## config.mk

```make
export PLATFORM = sky130hd
export DESIGN_NAME = display_scan_ctrl_flat
export DESIGN_NICKNAME = d
export VERILOG_FILES = /design/src/rtl/display_scan_ctrl_pkg.sv /design/src/rtl/display_scan_ctrl_if.sv /design/src/rtl/display_scan_ctrl_refresh_prescaler.sv /design/src/rtl/display_scan_ctrl.sv /design/src/flat_wrapper.sv
export SDC_FILE = /design/constraint.sdc
export NUM_CORES = 1
export LEC_CHECK = 0
export BUFFER_PORTS_ARGS = -buffer_cell sky130_fd_sc_hd__buf_2
export CAP_MARGIN = 20
export CORE_UTILIZATION = 24
export DETAILED_ROUTE_END_ITERATION = 8
export GPL_ROUTABILITY_DRIVEN = 0
export PLACE_DENSITY_LB_ADDON = 0.08
export REMOVE_ABC_BUFFERS = 1
export SKIP_LAST_GASP = 1
export SYNTH_ARGS = -nofsm -noshare
export SYNTH_HDL_FRONTEND = slang
export SYNTH_SLANG_ARGS = --single-unit
```

## constraint.sdc

```tcl
create_clock -name clk -period 5.3 [get_ports clk]
set_clock_uncertainty 0.15 [all_clocks]
set_input_delay 0.795 -clock clk [delete_from_list [all_inputs] [get_ports clk]]
set_output_delay 0.795 -clock clk [all_outputs]
set_load 0.005 [all_outputs]
```

## src/rtl/display_scan_ctrl_pkg.sv

```systemverilog
// rtl/display_scan_ctrl_pkg.sv - shared display constants and anode decode helper
package display_scan_ctrl_pkg;

  localparam int NUM_DIGITS = 8;
  localparam int SEL_W      = 3;
  localparam int NIB_W      = 4;

  localparam logic [NUM_DIGITS-1:0] AN_OFF      = 8'hFF;
  localparam logic [SEL_W-1:0]      FIRST_DIGIT = 3'd7;

  typedef logic [SEL_W-1:0] sel_t;
  typedef logic [NIB_W-1:0] nib_t;

  // Active-low one-hot anode pattern for the given digit.
  function automatic logic [NUM_DIGITS-1:0] an_decode(input sel_t s);
    return ~(NUM_DIGITS'(1) << s);
  endfunction

endpackage

```

## src/rtl/display_scan_ctrl_if.sv

```systemverilog
// rtl/display_scan_ctrl_if.sv - scan controller to mux/display bundle
interface display_scan_ctrl_if;
  import display_scan_ctrl_pkg::*;

  logic [NUM_DIGITS-1:0] digit_en;
  logic                  lz_en;
  nib_t                  nibble_in;
  sel_t                  sel;
  logic [NUM_DIGITS-1:0] an;
  logic                  blank;
  logic                  frame_start;

  modport master (
    input  digit_en, lz_en, nibble_in,
    output sel, an, blank, frame_start
  );

  modport slave (
    output digit_en, lz_en, nibble_in,
    input  sel, an, blank, frame_start
  );

endinterface

```

## src/rtl/display_scan_ctrl_refresh_prescaler.sv

```systemverilog
// rtl/display_scan_ctrl_refresh_prescaler.sv - free-running slot counter with phase strobes
module refresh_prescaler #(
  parameter int DIV          = 50000,
  parameter int BLANK_CYCLES = 1000,
  parameter int CNT_W        = (DIV > 1) ? $clog2(DIV) : 1
) (
  input  logic             clk,
  input  logic             reset,
  output logic [CNT_W-1:0] cnt,
  output logic             slot_end,
  output logic             blank_end
);

  assign slot_end  = (cnt == CNT_W'(DIV - 1));
  assign blank_end = (cnt == CNT_W'(BLANK_CYCLES - 1));

  // Count 0..DIV-1 and wrap; the wrap edge closes a slot.
  always_ff @(posedge clk) begin
    if (reset || slot_end) begin
      cnt <= '0;
    end else begin
      cnt <= cnt + CNT_W'(1);
    end
  end

endmodule

```

## src/rtl/display_scan_ctrl.sv

```systemverilog
// rtl/display_scan_ctrl.sv - 8-digit seven-segment scan sequencer with blanking and zero suppression
module display_scan_ctrl
  import display_scan_ctrl_pkg::*;
#(
  parameter int REFRESH_DIV  = 50000,
  parameter int BLANK_CYCLES = 1000
) (
  input  logic                clk,
  input  logic                reset,
  display_scan_ctrl_if.master bus
);

  localparam int CNT_W = (REFRESH_DIV > 1) ? $clog2(REFRESH_DIV) : 1;

  logic [CNT_W-1:0]      slot_cnt;
  logic                  slot_end;
  logic                  blank_end;

  sel_t                  sel_q;
  logic [NUM_DIGITS-1:0] an_q;
  logic                  blank_q;
  logic                  frame_start_q;
  logic                  zero_run;
  logic                  supp;

  logic                  cur_en;
  logic                  nib_zero;
  logic                  supp_now;
  logic                  light_now;

  // The raw count and the latched suppress flag are only observed by other
  // prescaler users and by debug; nothing downstream in this block needs them.
  logic                  unused_state;
  assign unused_state = ^{slot_cnt, supp};

  refresh_prescaler #(
    .DIV          (REFRESH_DIV),
    .BLANK_CYCLES (BLANK_CYCLES),
    .CNT_W        (CNT_W)
  ) u_prescaler (
    .clk       (clk),
    .reset     (reset),
    .cnt       (slot_cnt),
    .slot_end  (slot_end),
    .blank_end (blank_end)
  );

  // Decision terms for the digit being scanned; only consumed on the decision edge.
  always_comb begin
    cur_en    = bus.digit_en[sel_q];
    nib_zero  = (bus.nibble_in == '0);
    supp_now  = bus.lz_en & zero_run & nib_zero & (sel_q != '0);
    light_now = cur_en & ~supp_now;
  end

  // Slot sequencing: blank at slot start, light at decision edge, blank again at slot end.
  always_ff @(posedge clk) begin
    if (reset) begin
      sel_q         <= FIRST_DIGIT;
      an_q          <= AN_OFF;
      blank_q       <= 1'b1;
      // The restart state is cnt==0 on digit 7, i.e. the start of a frame.
      frame_start_q <= 1'b1;
      zero_run      <= 1'b1;
      supp          <= 1'b0;
    end else begin
      frame_start_q <= slot_end && (sel_q == '0);
      if (slot_end) begin
        sel_q   <= sel_q - sel_t'(1);
        an_q    <= AN_OFF;
        blank_q <= 1'b1;
        if (sel_q == '0) begin
          zero_run <= 1'b1;
        end
      end else if (blank_end) begin
        supp <= supp_now;
        if (cur_en) begin
          zero_run <= zero_run & nib_zero;
        end
        an_q    <= light_now ? an_decode(sel_q) : AN_OFF;
        blank_q <= ~light_now;
      end
    end
  end

  assign bus.sel         = sel_q;
  assign bus.an          = an_q;
  assign bus.blank       = blank_q;
  assign bus.frame_start = frame_start_q;

endmodule

```

## src/flat_wrapper.sv

```systemverilog
// flat-port wrapper written by rule: the top's interface ports become plain ports
module display_scan_ctrl_flat import display_scan_ctrl_pkg::*;
#(
  parameter int REFRESH_DIV  = 50000,
  parameter int BLANK_CYCLES = 1000
)
  (clk, reset, bus_digit_en, bus_lz_en, bus_nibble_in, bus_sel, bus_an, bus_blank, bus_frame_start);
  display_scan_ctrl_if bus_i ();
  input  logic clk;
  input  logic reset;
  input wire logic [$bits(bus_i.digit_en)-1:0] bus_digit_en;
  input wire logic [$bits(bus_i.lz_en)-1:0] bus_lz_en;
  input wire logic [$bits(bus_i.nibble_in)-1:0] bus_nibble_in;
  output wire logic [$bits(bus_i.sel)-1:0] bus_sel;
  output wire logic [$bits(bus_i.an)-1:0] bus_an;
  output wire logic [$bits(bus_i.blank)-1:0] bus_blank;
  output wire logic [$bits(bus_i.frame_start)-1:0] bus_frame_start;
  assign bus_i.digit_en = bus_digit_en;
  assign bus_i.lz_en = bus_lz_en;
  assign bus_i.nibble_in = bus_nibble_in;
  assign bus_sel = bus_i.sel;
  assign bus_an = bus_i.an;
  assign bus_blank = bus_i.blank;
  assign bus_frame_start = bus_i.frame_start;
  display_scan_ctrl #(.REFRESH_DIV(REFRESH_DIV), .BLANK_CYCLES(BLANK_CYCLES)) u_core (.clk(clk), .reset(reset), .bus(bus_i));
endmodule
```

After elaboration in Yosys (flattened, before gate mapping):

Cells that the tools add are included.

* register bits: 30
* bits of input ports: 15
* output and inout port bits: 13
* logic and storage cells: 37

* add/sub/neg operators: 2
* order comparisons: 1
* eq/ne operators: 3
* shift-type cells: 1
* multiplexer cells: 7
* bitwise gates (word level): 8
* reductions and logical operators: 9

Operator list (number)
* adder 16 x 1 -> 16 bit (second input constant): 1
* == test 16 x 10 -> 1 bit (second input constant): 1
* == test 16 bit (second input constant): 1
* 2-to-1 mux 8 bit: 1
* NOT 8 bit: 1
* << shifter 1 x 3 -> 8 bit (first input constant): 1
* AND 1 bit: 5
* 2-to-1 mux 1 bit: 5
* logical NOT 4 bit: 1
* < comparator 3 x 4 -> 1 bit (second input constant): 1
* nonzero test 2 bit: 2
* binary-select mux 1 bit (select 3 bit): 1
* logical NOT 3 bit: 1
* AND reduction 3 bit: 1
* nonzero test 3 bit: 1
* subtractor 3 x 1 -> 3 bit (second input constant): 1
* inequality test 2 bit (second input constant): 1
* NOT 1 bit: 2
* OR reduction 2 bit: 1
* logical AND 1 bit: 1
* logical OR 1 bit: 1

Longest topological paths before layout:

* depth in word-level cells: 6
* mapped depth: 6
* depth with buffers taken out: 6

By module:

A second synthesis with hierarchy kept.

* cell total of the unflattened synthesis: 163
* area, all modules: 1495.2 um^2

Modules (own cells, without submodules)
* refresh_prescaler: instances 1, cells each 87, area each 755.7 um^2, sequential area each 320.3 um^2
* display_scan_ctrl: instances 1, cells each 76, area each 739.5 um^2, sequential area each 280.3 um^2

Worst setup path after synthesis:

No wires, ideal clock.

* path kind: input port to flip-flop
* start: input port bus_digit_en[2]
* end: register u_core.zero_run
* library setup time: 121 ps
* arrival time: 2070 ps
* data required time: 5029 ps
* path slack: 2959 ps
* cell stages on the path: 5
* buffers on the path: 1
* path through: mux4_1 -> mux2_2 -> and2_4 -> buf_6 -> mux2_4

* cells in the longest elaborated chain, start to end: 4

RTL lines
* start, declared: RTL line flat_wrapper.sv:11 `input wire logic [$bits(bus_i.digit_en)-1:0] bus_digit_en;`
* binary-select mux 1 bit (select 3 bit): RTL line display_scan_ctrl.sv:50 `cur_en = bus.digit_en[sel_q];`
* 2-to-1 mux 1 bit (implied by the code): RTL line display_scan_ctrl.sv:50
* nonzero test 2 bit (no line)
* AND reduction 3 bit (no line)
* end signal, assigned: RTL line display_scan_ctrl.sv:78 `zero_run <= zero_run & nib_zero;`
* end, declared: RTL line display_scan_ctrl.sv:23 `logic zero_run;`

Every way passes these cells. The select of a mux whose other input is x is not followed.
A chain may end at the register's enable or synchronous reset.

Final worst setup path:

* start: register u_core.u_prescaler.cnt[0]
* end: register u_core.u_prescaler.cnt[7]

* cells in the longest elaborated chain, start to end: 2
* elaborated cells on any way between the ends: 3
* those cells by class: add/sub (1); eq/ne (1); reduce/logical (1)

RTL lines
* start, declared: RTL line display_scan_ctrl_refresh_prescaler.sv:9 `output logic [CNT_W-1:0] cnt,`
* start signal, assigned: RTL line display_scan_ctrl_refresh_prescaler.sv:22 `cnt <= cnt + CNT_W'(1);`
* branches (longest 2 deep; another with adder 16 x 1 -> 16 bit)

Parallel ways; which one is timed is not known.

==> summary.txt <==
Final layout
  • Area added between synthesis and finish: 18.7%
  • Antenna diode count: 0
  • Ratio of cells with drive above 1 in the final layout: 20.2%
  • Final std cells w/o fill: about 280
  • Nets: 218

Synth
  • Number of library cell types mapped by synthesis: 45
  • Most numerous cell in the Yosys netlist: dfxtp_1
  • Top_reg_cell synth: dfxtp_1
  • Commonest cells post-synth: dfxtp_1, nor2_1, nand2_1
  • Asr flop ratio synth: 0%
  • Synth area leaders: dfxtp_1, xnor2_1, mux4_1
  • Synth Warn #: 0
  • Cells after Synth: 172
  • Flops & latches, synth: 30
  • Yosys top cell by area: dfxtp_1
  • Sequential area share after synthesis: around two fifths
  • Post-synth top area share: 38.1%
  • Cell area after synthesis: 0.00158 mm²
  • EDFF count, synth: 0
  • Mean post-synth cell area: between 9 and 10 µm²

Clock network
  • H-tree levels: 2
  • Post-CTS Setup Inserts: 0
  • Num CTS Buffers: 5
  • Longest Clk Path Bufs: 2
  • Worst-path clk slew: 0.06 ns
  • Later-pin clock latency in the skew report: 0.28 ns
  • Post-CTS resize count: 0
  • Root Buffer: clkbuf_8
  • Clock sinks: 30
  • Hold buffers post-CTS: 0
  • CTS tree: yes

Placement
  • HPWL after detailed placement: 2730 µm
  • Port buffer count: 27
  • DP Cell Count: around 270

STA
  • Post-route minimum period: approximately 2.3 ns
  • Worst Tran Pin Value: approximately 0.57 ns
  • Final setup vio count: 0
  • Fin Setup TNS: 0 ns
  • Achievable frequency: about 430 MHz
  • RSZ-0062 raised after global routing: no
  • Fin Hold WS: between 0.3 and 0.4 ns
  • Final hold vios: 0
  • Fin crit share: 44.1%
  • Worst slew margin: 61.7%
  • Max Slew Vio Count: 0

Die
  • Top Ports: 28
  • Die Footprint: 0.00690 mm²
  • Die Y: 83.1 µm
  • Core Region: 0.00635 mm²
  • Cell row count: 29
  • Chip width: 83.1 µm
  • Initial Util: 24.8%

Detailed routing
  • Met2 wire length: roughly 1700 µm
  • Routed wire length on met3: 130 µm
  • DRT met1 WL: around 1700 µm
  • Remaining DRCs: 0
  • Total Routed Length: approximately 3600 µm
  • Routed WL per cell: 13.2 µm
  • DRT iter0 DRCs: 52
  • Pre-antenna DRT Iters: 4
  • DRT antenna net count: 0
  • Routed via count: 1324
  • Highest routed layer: met4
  • Via density: 4.81

Min path
  • Hold Crit Class: reg2reg
  • Worst hold start: u_core.u_prescaler.cnt[0]
  • Hold Path End: u_core.u_prescaler.cnt[0]
  • Hold Path Stages: 1

Critical path
  • Crit end category: flip-flop
  • CP Max Fanout: 14
  • Worst Path Class, Setup: reg2reg
  • Worst path arrival time: around 2.3 ns
  • Reg-to-Reg End: u_core.u_prescaler.cnt[7]
  • CP Launch Type: flip-flop
  • R2R depth: 5
  • Worst EP required: between 5 and 6 ns
  • Worst reg2reg path startpoint: u_core.u_prescaler.cnt[0]
  • R2R Setup Slk: just under 3 ns

GRT
  • Number of global-route vias before repair: 1299
  • Largest net degree at the start of global routing: 16
  • GRT Util Overall: 11.3%
  • Global-route wire length before repair: 6220 µm
  • Aggregate global routing overflow: 0
  • Initial antenna violation count: 0

Pwr
  • Maximum VDD drop: 0.0951 mV
  • Leakage Power: 0.713 nW
  • Cell Pwr Density: 249 mW/mm²

Run status
  • Run status: complete, no violations

Run
  • Maxcap violations: 0
-- worst max-delay path, cell delays in order (launching register included) --
cell and delay (ns):
dfxtp_1 0.38, ha_1 0.24, and4bb_1 0.26, nand4b_1 0.48, nand2_1 0.60, nor2_1 0.10
-- logic make-up (layout without fill, tap and decap cells) --
| group | Yosys count | after routing | share of synthesized area, % |
|---|---|---|---|
| xor gates and xnor gates | 13 | 13 | 7.22 |
| adders and majority gates | 6 | 6 | 4.76 |
| DFF | 30 | 30 | 38.1 |
| AOI/OAI and AO/OA | 23 | 23 | 10.4 |
| muxes | 6 | 6 | 7.30 |
| buffers and inverters | 17 | 43 | 4.84 |
| and+or+nand+nor | 77 | 77 | 27.4 |
-- worst max-delay path by stage --
| stage | start | to | slack [ns] |
|---|---|---|---|
| after floorplan | bus_digit_en[2] | u_core.zero_run | 3.05 |
| after global placement | bus_digit_en[2] | u_core.zero_run | 2.91 |
| after detailed placement | bus_digit_en[3] | u_core.zero_run | 2.89 |
| after CTS | u_core.u_prescaler.cnt[0] | u_core.u_prescaler.cnt[4] | 2.94 |
| after global routing | u_core.u_prescaler.cnt[0] | u_core.u_prescaler.cnt[15] | 2.68 |
| final | u_core.u_prescaler.cnt[0] | u_core.u_prescaler.cnt[7] | 2.96 |
-- per-layer routing --
layer | up-vias | GRT usage, %
li1 | 672 | -
met2 | 23 | 18.8
met5 | - | 0
met4 | 0 | 3.76
met1 | 624 | 14.0
met3 | 5 | 3.28
-- flip-flops by register name, indices dropped and copies added (netlist names) --
register                flops
u_core.bus.blank            1
u_core.bus.an               8
u_core.u_prescaler.cnt     16
u_core.zero_run             1
u_core.bus.sel              3
u_core.bus.frame_start      1
-- power breakdown --
part	switching, mW	internal, mW	total [mW]	leakage [nW]
Combinational	0.00975	0.00956	0.0193	0.412
Clock	0.0855	0.131	0.216	0.0575
Sequential	0.00212	0.228	0.230	0.243
Total	0.0973	0.368	0.466	0.713
-- area by class of cell --
type	count	area (µm²)
Inverter	8	30.0
Clock buffer	8	110
Timing Repair Buffer	27	135
Sequential cell	30	601
Fill cell	677	4480
Multi-Input combinational cell	125	900
Tap cell	77	96.3
-- metrics by stage --
| step | util (%) | cell area, µm² | setup slack (ns) | power, mW |
|---|---|---|---|---|
| 2_1_floorplan | - | 1530 | 3.05 | 0.245 |
| 3_3_place_gp | 27.7 | 1760 | 2.91 | 0.254 |
| 3_5_place_dp | 27.7 | 1760 | 2.89 | 0.255 |
| 4_1_cts | 29.5 | 1870 | 2.94 | 0.475 |
| 5_1_grt | 29.5 | 1870 | 2.68 | 0.490 |
| 6_report | 29.5 | 1870 | 2.96 | 0.466 |
-- cell usage in the layout (no fill, tap or decap), types with 4 or more instances in the layout --
| master | count |
|---|---|
| dfxtp_1 | 30 |
| or3_1 | 4 |
| buf_2 | 27 |
| and4_1 | 5 |
| xnor2_1 | 11 |
| nand3_1 | 9 |
| a31oi_1 | 4 |
| nor2_1 | 19 |
| nand2_1 | 12 |
| and3_1 | 5 |
| nor4_1 | 4 |
| ha_1 | 6 |
| clkbuf_8 | 8 |
| inv_1 | 8 |
| a211oi_1 | 4 |
Note: power is estimated with default switching activity, not from simulation.
